File: src/rtl/ctrl_fsm.sv
// ctrl_fsm: multi-cycle processor control unit with retired-instruction counter
module ctrl_fsm (
    input  logic        clk,
    input  logic        rst_n,
    input  logic [3:0]  opcode,
    input  logic        zero,
    input  logic        mem_ready,
    output logic        pc_write,
    output logic [1:0]  pc_src,
    output logic        alu_src_a,
    output logic [1:0]  alu_src_b,
    output logic [1:0]  alu_op,
    output logic [1:0]  wb_sel,
    output logic        ir_write,
    output logic        mem_read,
    output logic        mem_write,
    output logic        reg_write,
    output logic        halted,
    output logic        illegal,
    output logic [3:0]  state,
    output logic [15:0] instr_count
);
    typedef enum logic [3:0] {
        FETCH    = 4'd0,
        DECODE   = 4'd1,
        EXEC_R   = 4'd2,
        RWB      = 4'd3,
        EXEC_I   = 4'd4,
        MEM_ADDR = 4'd5,
        MEM_RD   = 4'd6,
        MEM_WB   = 4'd7,
        MEM_WR   = 4'd8,
        BRANCH   = 4'd9,
        JUMP     = 4'd10,
        HALT     = 4'd11,
        ILLEGAL  = 4'd12
    } state_t;
    state_t      state_q, state_d;
    logic [3:0]  op_q;
    logic [15:0] cnt_q;
    always_ff @(posedge clk or negedge rst_n) begin
        if (!rst_n) begin
            state_q <= FETCH;
            op_q    <= '0;
            cnt_q   <= '0;
        end else begin
            state_q <= state_d;
            if (state_q == DECODE)
                op_q <= opcode;
            if (state_d == FETCH && state_q != FETCH)
                cnt_q <= cnt_q + 16'd1;
        end
    end
    always_comb begin
        state_d   = state_q;
        pc_write  = 1'b0;
        pc_src    = 2'd0;
        alu_src_a = 1'b0;
        alu_src_b = 2'd0;
        alu_op    = 2'd0;
        wb_sel    = 2'd0;
        ir_write  = 1'b0;
        mem_read  = 1'b0;
        mem_write = 1'b0;
        reg_write = 1'b0;
        halted    = 1'b0;
        illegal   = 1'b0;
        case (state_q)
            FETCH: begin
                mem_read  = 1'b1;
                alu_src_b = 2'd1;
                ir_write  = mem_ready;
                pc_write  = mem_ready;
                state_d   = mem_ready ? DECODE : FETCH;
            end
            DECODE: begin
                alu_src_b = 2'd3;
                case (opcode)
                    4'd0, 4'd1, 4'd2, 4'd3: state_d = EXEC_R;
                    4'd4:                   state_d = EXEC_I;
                    4'd5, 4'd6:             state_d = MEM_ADDR;
                    4'd7, 4'd8:             state_d = BRANCH;
                    4'd9:                   state_d = JUMP;
                    4'd15:                  state_d = HALT;
                    default:                state_d = ILLEGAL;
                endcase
            end
            EXEC_R: begin
                alu_src_a = 1'b1;
                alu_op    = 2'd2;
                state_d   = RWB;
            end
            EXEC_I: begin
                alu_src_a = 1'b1;
                alu_src_b = 2'd2;
                state_d   = RWB;
            end
            RWB: begin
                reg_write = 1'b1;
                state_d   = FETCH;
            end
            MEM_ADDR: begin
                alu_src_a = 1'b1;
                alu_src_b = 2'd2;
                state_d   = (op_q == 4'd5) ? MEM_RD : MEM_WR;
            end
            MEM_RD: begin
                mem_read = 1'b1;
                state_d  = mem_ready ? MEM_WB : MEM_RD;
            end
            MEM_WB: begin
                reg_write = 1'b1;
                wb_sel    = 2'd1;
                state_d   = FETCH;
            end
            MEM_WR: begin
                mem_write = 1'b1;
                state_d   = mem_ready ? FETCH : MEM_WR;
            end
            BRANCH: begin
                alu_src_a = 1'b1;
                alu_op    = 2'd1;
                pc_src    = 2'd1;
                pc_write  = (op_q == 4'd7) ? zero : ~zero;
                state_d   = FETCH;
            end
            JUMP: begin
                pc_write = 1'b1;
                pc_src   = 2'd2;
                state_d  = FETCH;
            end
            HALT:    halted = 1'b1;
            ILLEGAL: begin
                halted  = 1'b1;
                illegal = 1'b1;
            end
            default: state_d = FETCH;
        endcase
        // reset must also silence the mem_read that FETCH would otherwise drive
        if (!rst_n)
            {pc_write, pc_src, alu_src_a, alu_src_b, alu_op, wb_sel,
             ir_write, mem_read, mem_write, reg_write, halted, illegal} = '0;
    end
    assign state       = state_q;
    assign instr_count = cnt_q;
endmodule
File: config.mk
export PLATFORM = sky130hd
export DESIGN_NAME = ctrl_fsm
export DESIGN_NICKNAME = d
export VERILOG_FILES = /design/src/rtl/ctrl_fsm.sv
export SDC_FILE = /design/constraint.sdc
export NUM_CORES = 1
export LEC_CHECK = 0
export ABC_AREA = 1
export BUFFER_PORTS_ARGS = -buffer_cell sky130_fd_sc_hd__buf_4
export CAP_MARGIN = 20
export CORE_ASPECT_RATIO = 0.6
export CORE_MARGIN = 10
export CORE_UTILIZATION = 35
export CTS_BUF_LIST = sky130_fd_sc_hd__clkbuf_2
export CTS_CLUSTER_SIZE = 10
export DETAILED_ROUTE_END_ITERATION = 8
export PLACE_DENSITY = 0.63
export SKIP_CTS_REPAIR_TIMING = 1
export SLEW_MARGIN = 30
export SYNTH_ARGS = -nofsm -noshare
export SYNTH_HDL_FRONTEND = slang
export SYNTH_SLANG_ARGS = --single-unit
File: constraint.sdc
create_clock -name clk -period 2.2 [get_ports clk]
set_input_delay 0.22 -clock clk [delete_from_list [all_inputs] [get_ports clk]]
set_output_delay 0.22 -clock clk [all_outputs]
set_load 0.02 [all_outputs]
==> results of run 1 <==
## cell usage in the layout (no fill, tap or decap)
| cell type | synthesis | layout |
|---|---|---|
| nand2_2 | 2 | 2 |
| nor3_1 | 13 | 13 |
| nand3_1 | 30 | 30 |
| nand2_4 | 2 | 2 |
| inv_2 | 1 | 1 |
| xor2_1 | 8 | 8 |
| a31oi_1 | 1 | 1 |
| dfrtp_2 | 0 | 1 |
| nand4_2 | 1 | 1 |
| nor2_2 | 4 | 4 |
| o2111ai_1 | 1 | 1 |
| o21ai_0 | 6 | 6 |
| dlygate4sd3_1 | 0 | 1 |
| nand2_1 | 78 | 78 |
| buf_4 | 3 | 47 |
| clkbuf_2 | 0 | 3 |
| inv_1 | 29 | 29 |
| o31ai_1 | 1 | 1 |
| nand4_1 | 4 | 4 |
| conb_1 | 1 | 1 |
| ha_1 | 1 | 1 |
| nor2_4 | 2 | 2 |
| nor2_1 | 30 | 30 |
| nand3_2 | 2 | 2 |
| xnor2_1 | 3 | 3 |
| dfrtp_1 | 24 | 23 |
| a21oi_1 | 3 | 3 |
## final cells by class
| type | count | area [um^2] |
|---|---|---|
| well taps | 63 | 78.8 |
| inverters | 30 | 113 |
| flip-flops and latches | 24 | 602 |
| repair buffers | 48 | 363 |
| fillers | 474 | 2520 |
| multi-input cells | 193 | 941 |
| clock buffers | 3 | 15.0 |
## worst paths after layout
check                                 from         endpoint  slack (ns)  depth (start not counted)
max                               state[3]         pc_write        0.21                          7
min                              opcode[0]          op_q[0]        0.11                          3
max reg2reg                       state[1]   instr_count[2]        0.29                         10
min reg2reg                instr_count[13]  instr_count[13]        0.54                          2
max in group asynchronous            rst_n         state[3]        1.55                          3
min in group asynchronous            rst_n   instr_count[0]        0.39                          3
## worst min-delay path: stages
cell	delay [ns]
buf_4	0.11
nand2_1	0.05
o21ai_0	0.06
## metrics by stage
stage / cells / cell area, um^2
after floorplan: 253 / 1700
after global routing: 361 / 2110
after CTS: 360 / 2100
after detailed placement: 357 / 2090
after global placement: 357 / 2090
final: 361 / 2110
## logic make-up after synthesis
| group | after synthesis | synth area share, % |
|---|---|---|
| buffers and inverters | 36 | 9.08 |
| AND/OR/NAND/NOR | 168 | 44.9 |
| XOR/XNOR | 11 | 5.68 |
| AO/OA/AOI/OAI | 12 | 3.99 |
| adder cells (fa/ha/maj) | 1 | 0.738 |
| other | 1 | 0.221 |
| flip-flops | 24 | 35.4 |
## power by group
group / leakage [nW] / switching, mW / internal [mW] / total, mW
registers: 0.318 / 0.139 / 0.556 / 0.694
logic: 0.793 / 0.992 / 0.513 / 1.51
clock network: 0.0125 / 0.126 / 0.0371 / 0.163
## flip-flops by register name, indices dropped and copies added, names as in the netlist
signal,flops
op_q,4
instr_count,16
state,4
## per-layer routing
| layer | routed length [um] | part of all wire, % | vias up |
|---|---|---|---|
| li1 | - | - | 894 |
| met1 | 2360 | 51 | 782 |
| met2 | 1940 | 42 | 60 |
| met3 | 350 | 7.5 | 4 |
| met4 | 18 | 0.39 | 0 |
| met5 | 0 | 0 | - |
==> results_dict.tcl, run 1 <==
set metrics [dict create \
    status "finished, final reports clean" \
    cts_htree_levels 1 \
    crit_path_end_kind "primary output" \
    grt_start_max_net_pins 25 \
    ir_drop_v 0.000393 \
    viasPerCell 4.82 \
    port_buffers 42 \
    min_period_ns 1.99 \
    clk_latency_ns 0.34 \
    crit_slowest_cell "dfrtp_2" \
    worstPathRequired_ns 1.98 \
    final_nets 309 \
    grt_antenna_before_repair 0 \
    fp.coreArea_um2 4640 \
    remaining_drc_errors 0 \
    clock-sinks 24 \
    die_area_um2 8120 \
    use_met2_pct 15.6 \
    area_growth_syn_to_layout_pct 24.6 \
    cts_made_buffers 3 \
    min_path_type "in -> reg" \
    setup_tns_ns 0 \
    clkTransAtPathRegs_ns 0.21 \
    utilization_pct 45.6 \
    ys.flop_type "dfrtp_1" \
    gp_congestion 0.874 \
    layout_setup_ws_ns 0.209 \
    synth_common_cells "nand2_1, nand3_1, nor2_1" \
    crit_family "simple AND/OR/NAND/NOR gates" \
    cp-start-kind "register" \
    num_vias 1740 \
    drt_iter0_drc 138 \
    cts_root_buf "clkbuf_2" \
    dpl.hpwl_um 3700 \
    postSynthCellCount 253 \
    yosys.area.top_type "dfrtp_1" \
    use_met3_pct 2.27 \
    grt_pass1_wl_um 7570 \
    finalWirelength_um 4660 \
    grt_setup_unrepaired "no" \
    dp_slack_ns 0.345 \
    clockBufferDepth 2 \
    synth_edf_count 0 \
    power_density_nw_per_um2 1120 \
    path_class "reg -> out" \
    die_height_um 73.9 \
    async_flop_share_pct 100 \
    grt_util_all_layers_pct 11.3 \
    synth_top_cell_area_share_pct 35.4 \
    total_power_mw 2.36 \
    syn_avg_cell_area_um2 6.70 \
    cts_tree "yes" \
    busiest_layer "met1" \
    cp.arrival_ns 1.77 \
    drive_gt1_share_pct 21.8 \
    synth_most_common_cell "nand2_1" \
    cap_violations 0 \
    fmax_mhz 502 \
    ant_nets 0 \
    grt_util_met1_pct 17.6 \
    crit_path_max_fanout 6 \
    dr.pass1.iters 4 \
    num_rows 19 \
    path_buf_inv 3 \
    synth_nets 262 \
    finalSetupViolCount 0 \
    grt_pass1_vias 1495 \
    start_util_pct 36.6 \
    p_leak_nw 1.12 \
    ys_ff_latch 24 \
    fp.dieW_um 110 \
    period_share_pct 90.5 \
    slew_viol_final 0 \
    yosysSeqAreaShare_pct 35.4 \
    synth.distinct_cells 27 \
    hold_viol_final 0 \
    wl_per_cell_um 12.9 \
    pin_count 44 \
    grt-ovfl-total 0 \
    fin_worst_skew_ns 0.0101 \
    syn_area_um2 1700 \
    worst_hold_slack_ns 0.113 \
    ys_top_cells_by_area "dfrtp_1, nand2_1, nand3_1" \
    yosysWarnings 0 \
    antenna-diode-count 0 \
    cp_slowest_stage_delay_ns 0.46 \
    crit_path_cell_trace "inv_1 -> nor2_1 -> inv_1 -> nor2_1 -> nand3_1 -> a31oi_1 -> buf_4" \
]
Note: power is estimated with default switching activity, not from simulation.
==> run 2, diff against run 1 <==
--- a/config.mk
+++ b/config.mk
@@ -10,11 +10,11 @@
 export CAP_MARGIN = 20
 export CORE_ASPECT_RATIO = 0.6
 export CORE_MARGIN = 10
-export CORE_UTILIZATION = 35
+export CORE_UTILIZATION = 45
 export CTS_BUF_LIST = sky130_fd_sc_hd__clkbuf_2
 export CTS_CLUSTER_SIZE = 10
 export DETAILED_ROUTE_END_ITERATION = 8
-export PLACE_DENSITY = 0.63
+export PLACE_DENSITY = 0.76
 export SKIP_CTS_REPAIR_TIMING = 1
 export SLEW_MARGIN = 30
 export SYNTH_ARGS = -nofsm -noshare
==> results_dict.tcl, run 2 (synthesis gave the netlist of run 1 again) <==
set metrics [dict create \
    clock-sinks 24 \
    num_rows 17 \
    grt_pass1_wl_um 7330 \
    cp.arrival_ns 1.84 \
    r2r-end "instr_count[3]" \
    clockBufferDepth 2 \
    min_period_ns 2.06 \
    die_height_um 67.5 \
    startpoint "state[3]" \
    cp-start-kind "register" \
    fin_worst_skew_ns 0.00798 \
    grt-ovfl-total 0 \
    fp.coreArea_um2 3660 \
    reg2reg_setup_slack_ns 0.30 \
    crit_family "flip-flops" \
    slew_viol_final 0 \
    crit_slowest_cell "dfrtp_2" \
    cap_violations 0 \
    finalSetupViolCount 0 \
    drive_gt1_share_pct 22.1 \
    nFillCells 361 \
    remaining_drc_errors 0 \
    grt_start_max_net_pins 25 \
    min_path_type "in -> reg" \
    start_util_pct 46.3 \
    final_nets 309 \
    p_leak_nw 1.12 \
    dpl-instance-area_um2 2070 \
    grt_antenna_before_repair 0 \
    hold_viol_final 0 \
    hold_path_depth 3 \
    dpl.hpwl_um 3690 \
    largest_register_ffs 16 \
    drt_iter0_drc 152 \
    finalWirelength_um 4580 \
    grt_setup_unrepaired "no" \
    status "finished, final reports clean" \
    antenna-diode-count 0 \
    grt_util_all_layers_pct 13.1 \
    final_common_cell "nand2_1" \
    die_area_um2 6700 \
    pin_count 44 \
    num_vias 1712 \
    grt_pass1_vias 1509 \
    fp.dieW_um 99.2 \
    dr.pass1.iters 4 \
    rr_startpoint "state[1]" \
    power_density_nw_per_um2 1130 \
    cts_htree_levels 1 \
    cts_tree "yes" \
    path_buf_inv 3 \
    holdPathEnd "op_q[2]" \
    cts_root_buf "clkbuf_2" \
    crit_path_end_kind "primary output" \
    crit_path_max_fanout 6 \
    period_share_pct 93.6 \
    multi_input_area_um2 943 \
    ir_drop_v 0.000558 \
    final_area_um2 2090 \
    port_buffers 42 \
    cts_made_buffers 3 \
    path_class "reg -> out" \
    clkTransAtPathRegs_ns 0.22 \
    r2r_cells 10 \
    viasPerCell 4.96 \
    wl_per_cell_um 13.3 \
    worstPathRequired_ns 1.98 \
    crit_path_cell_trace "inv_1 -> nand2_1 -> nor3_1 -> buf_4 -> nand2_1 -> a31oi_1 -> buf_4" \
    fmax_mhz 486 \
    hold_start "opcode[2]" \
    clk_latency_ns 0.34 \
    cp_slowest_stage_delay_ns 0.49 \
    gp_congestion 0.964 \
    final_cell_mix "nand2_1, buf_4, nand3_1" \
    ant_nets 0 \
    area_growth_syn_to_layout_pct 23.5 \
    setup_tns_ns 0 \
    final-seq-area_um2 602 \
]
[run 2: cell count changes in the layout (fill, tap and decap cells not counted)]
cell | before | now
nor2_2 | 4 | 5
nor2_1 | 30 | 29
[run 2: power by group]
part	leakage (nW)	switching, mW	internal, mW
combinational	0.793	0.983	0.516
sequential	0.318	0.140	0.556
clock	0.0125	0.129	0.0371
total	1.12	1.25	1.11
[run 2: how the worst max path moves through the flow]
stage | depth (start not counted) | endpoint | slack [ns]
2_1_floorplan | 5 | pc_write | 0.36
3_3_place_gp | 10 | instr_count[5] | 0.39
3_5_place_dp | 10 | instr_count[3] | 0.36
4_1_cts | 7 | pc_write | 0.04
5_1_grt | 7 | pc_write | 0.02
6_report | 7 | pc_write | 0.14
[run 2: metal layers]
layer	part of all wire, %	vias up	track usage [%]	wire length, um
li1	-	891	-	-
met1	49	770	18.7	2250
met2	43	49	19.3	1950
met3	8.1	2	3.97	369
met4	0.26	0	1.60	12
met5	0	-	0	0
[run 2: cell type report]
| type | instances | share of cell area, % |
|---|---|---|
| well taps | 47 | 2.81 |
| multi-input cells | 193 | 45.0 |
| repair buffers | 48 | 17.3 |
| flip-flops and latches | 24 | 28.7 |
| inverters | 30 | 5.38 |
| clock buffers | 3 | 0.717 |
[run 2: per-stage QoR]
step                hold WS [ns]  total power, mW  std cells  util, %  setup WS [ns]
global placement           0.238             2.17        341     56.5          0.387
CTS                       -0.167             2.36        344     56.9         0.0367
detailed placement         0.241             2.20        341     56.5          0.357
finish                     0.115             2.36        345     57.3          0.141
global route              0.0899             2.55        345     57.3         0.0245
floorplan                -0.0756             1.75        253        -          0.356
[run 2: tightest hold or removal path: cells and delay by family]
family	cells	cell delay [ns]
compound gates	1	0.06
buf+inv	1	0.11
simple gates	1	0.05
==> run 3, diff against run 2 <==
--- a/config.mk
+++ b/config.mk
@@ -11,7 +11,7 @@
 export CORE_ASPECT_RATIO = 0.6
 export CORE_MARGIN = 10
 export CORE_UTILIZATION = 45
-export CTS_BUF_LIST = sky130_fd_sc_hd__clkbuf_2
+export CTS_BUF_LIST = sky130_fd_sc_hd__clkbuf_8
 export CTS_CLUSTER_SIZE = 10
 export DETAILED_ROUTE_END_ITERATION = 8
 export PLACE_DENSITY = 0.76
==> results_dict.tcl, run 3 (synthesis gave the netlist of run 1 again) <==
set metrics [dict create \
    status "finished, final reports clean" \
    power_density_nw_per_um2 1160 \
    final_area_um2 2120 \
    dpl.hpwl_um 3690 \
    clock-sinks 24 \
    cts_root_buf "clkbuf_8" \
    crit_path_end_kind "primary output" \
    final_common_cell "nand2_1" \
    fp.dieW_um 99.2 \
    fp.coreArea_um2 3660 \
    crit_path_max_fanout 6 \
    seqPwrFrac_pct 28.4 \
    die_area_um2 6700 \
    clkTransAtPathRegs_ns 0.08 \
    fmax_mhz 488 \
    rr_startpoint "state[1]" \
    min_period_ns 2.05 \
    final_nets 309 \
    layout_setup_ws_ns 0.150 \
    grt_antenna_before_repair 0 \
    slew_viol_final 0 \
    total_power_mw 2.45 \
    ant_nets 0 \
    num_rows 17 \
    drt_iter0_drc 174 \
    remaining_drc_errors 0 \
    p_leak_nw 1.13 \
    hold_viol_final 0 \
    period_share_pct 93.2 \
    grt_util_all_layers_pct 13.1 \
    fin_worst_skew_ns 0.00302 \
    utilization_pct 57.9 \
    num_vias 1684 \
    worst_hold_slack_ns 0.210 \
    finalSetupViolCount 0 \
    combPwrFrac_pct 61.1 \
    cts_made_buffers 3 \
    pin_count 44 \
    cp-start-kind "register" \
    dpl-instance-area_um2 2070 \
    start_util_pct 46.3 \
    path_class "reg -> out" \
    reg2reg_setup_slack_ns 0.33 \
    startpoint "state[3]" \
    cts_tree "yes" \
    crit_path_cell_trace "inv_1 -> nor2_1 -> inv_1 -> nor2_1 -> nand3_1 -> a31oi_1 -> buf_4" \
    die_height_um 67.5 \
    dp_slack_ns 0.357 \
    crit_slowest_cell "dfrtp_1" \
    antenna-diode-count 0 \
    grt_setup_unrepaired "no" \
    internal_power_mw 1.19 \
    placed_cells 341 \
    finalWirelength_um 4560 \
    grt-ovfl-total 0 \
    r2r-end "instr_count[3]" \
    largest_register_ffs 16 \
    port_buffers 42 \
    pwr-share-clk_pct 10.5 \
    gp_congestion 0.964 \
    area_growth_syn_to_layout_pct 24.9 \
    viasPerCell 4.88 \
    cp_slowest_stage_delay_ns 0.44 \
    worstPathRequired_ns 1.98 \
    final_cell_mix "nand2_1, buf_4, nor2_1, nand3_1, inv_1" \
    setup_tns_ns 0 \
    p_sw_share_pct 51.2 \
    min_path_type "in -> reg" \
    cp.arrival_ns 1.83 \
    cts_htree_levels 1 \
    endpoint "pc_write" \
    dr.pass1.iters 4 \
    drive_gt1_share_pct 21.5 \
    grt_pass1_wl_um 7330 \
    cap_violations 0 \
    r2r_cells 10 \
    final_cells 345 \
    clockBufferDepth 2 \
    grt_pass1_vias 1503 \
    p_switching_mw 1.25 \
    clk_latency_ns 0.27 \
    wl_per_cell_um 13.2 \
    ir_drop_v 0.000580 \
    grt_start_max_net_pins 25 \
]
[run 3: cell types whose count changed in the layout (fill, tap and decap cells not counted)]
cell      previous run  this run
dfrtp_2              1         0
nor2_2               5         4
clkbuf_2             3         0
nor2_1              29        30
clkbuf_8             0         3
dfrtp_1             23        24
[run 3: layout make-up]
type	instances	area, um^2
multi-input combinational	193	941
inverter	30	113
tap	47	58.8
fill	361	1540
sequential	24	601
clock buffer	3	41.3
timing repair buffer	48	363
[run 3: worst min path at each step]
stage | slack, ns | cells past startpoint | to | startpoint
detailed placement | 0.24 | 2 | instr_count[2] | rst_n
global route | 0.22 | 3 | op_q[1] | opcode[1]
CTS | -0.05 | 2 | instr_count[2] | rst_n
global placement | 0.24 | 2 | instr_count[2] | rst_n
finish | 0.21 | 3 | op_q[1] | opcode[1]
floorplan | -0.08 | 0 | instr_count[0] | rst_n
[run 3: power by group through the flow]
stage                     combinational, mW  sequential, mW  clock [mW]
final                                  1.49           0.694       0.257
after global routing                   1.65           0.713       0.283
after CTS                              1.49           0.694       0.264
after detailed placement               1.50           0.702           0
after global placement                 1.48           0.695           0
after floorplan                       0.988           0.761           0
[run 3: critical path: cells and delay by family, from the launching register on]
| family | cells | cell delay [ns] |
|---|---|---|
| AND/OR/NAND/NOR | 3 | 0.59 |
| flip-flops | 1 | 0.44 |
| buffers and inverters | 3 | 0.39 |
| AO/OA/AOI/OAI | 1 | 0.14 |
[run 3: layer usage]
layer | global-route usage, % | routed length (um) | part of all wire (%)
met4 | 2.14 | 0 | 0
met1 | 19.0 | 2300 | 50
met2 | 19.2 | 1950 | 43
met5 | 0 | 0 | 0
met3 | 3.56 | 306 | 6.7
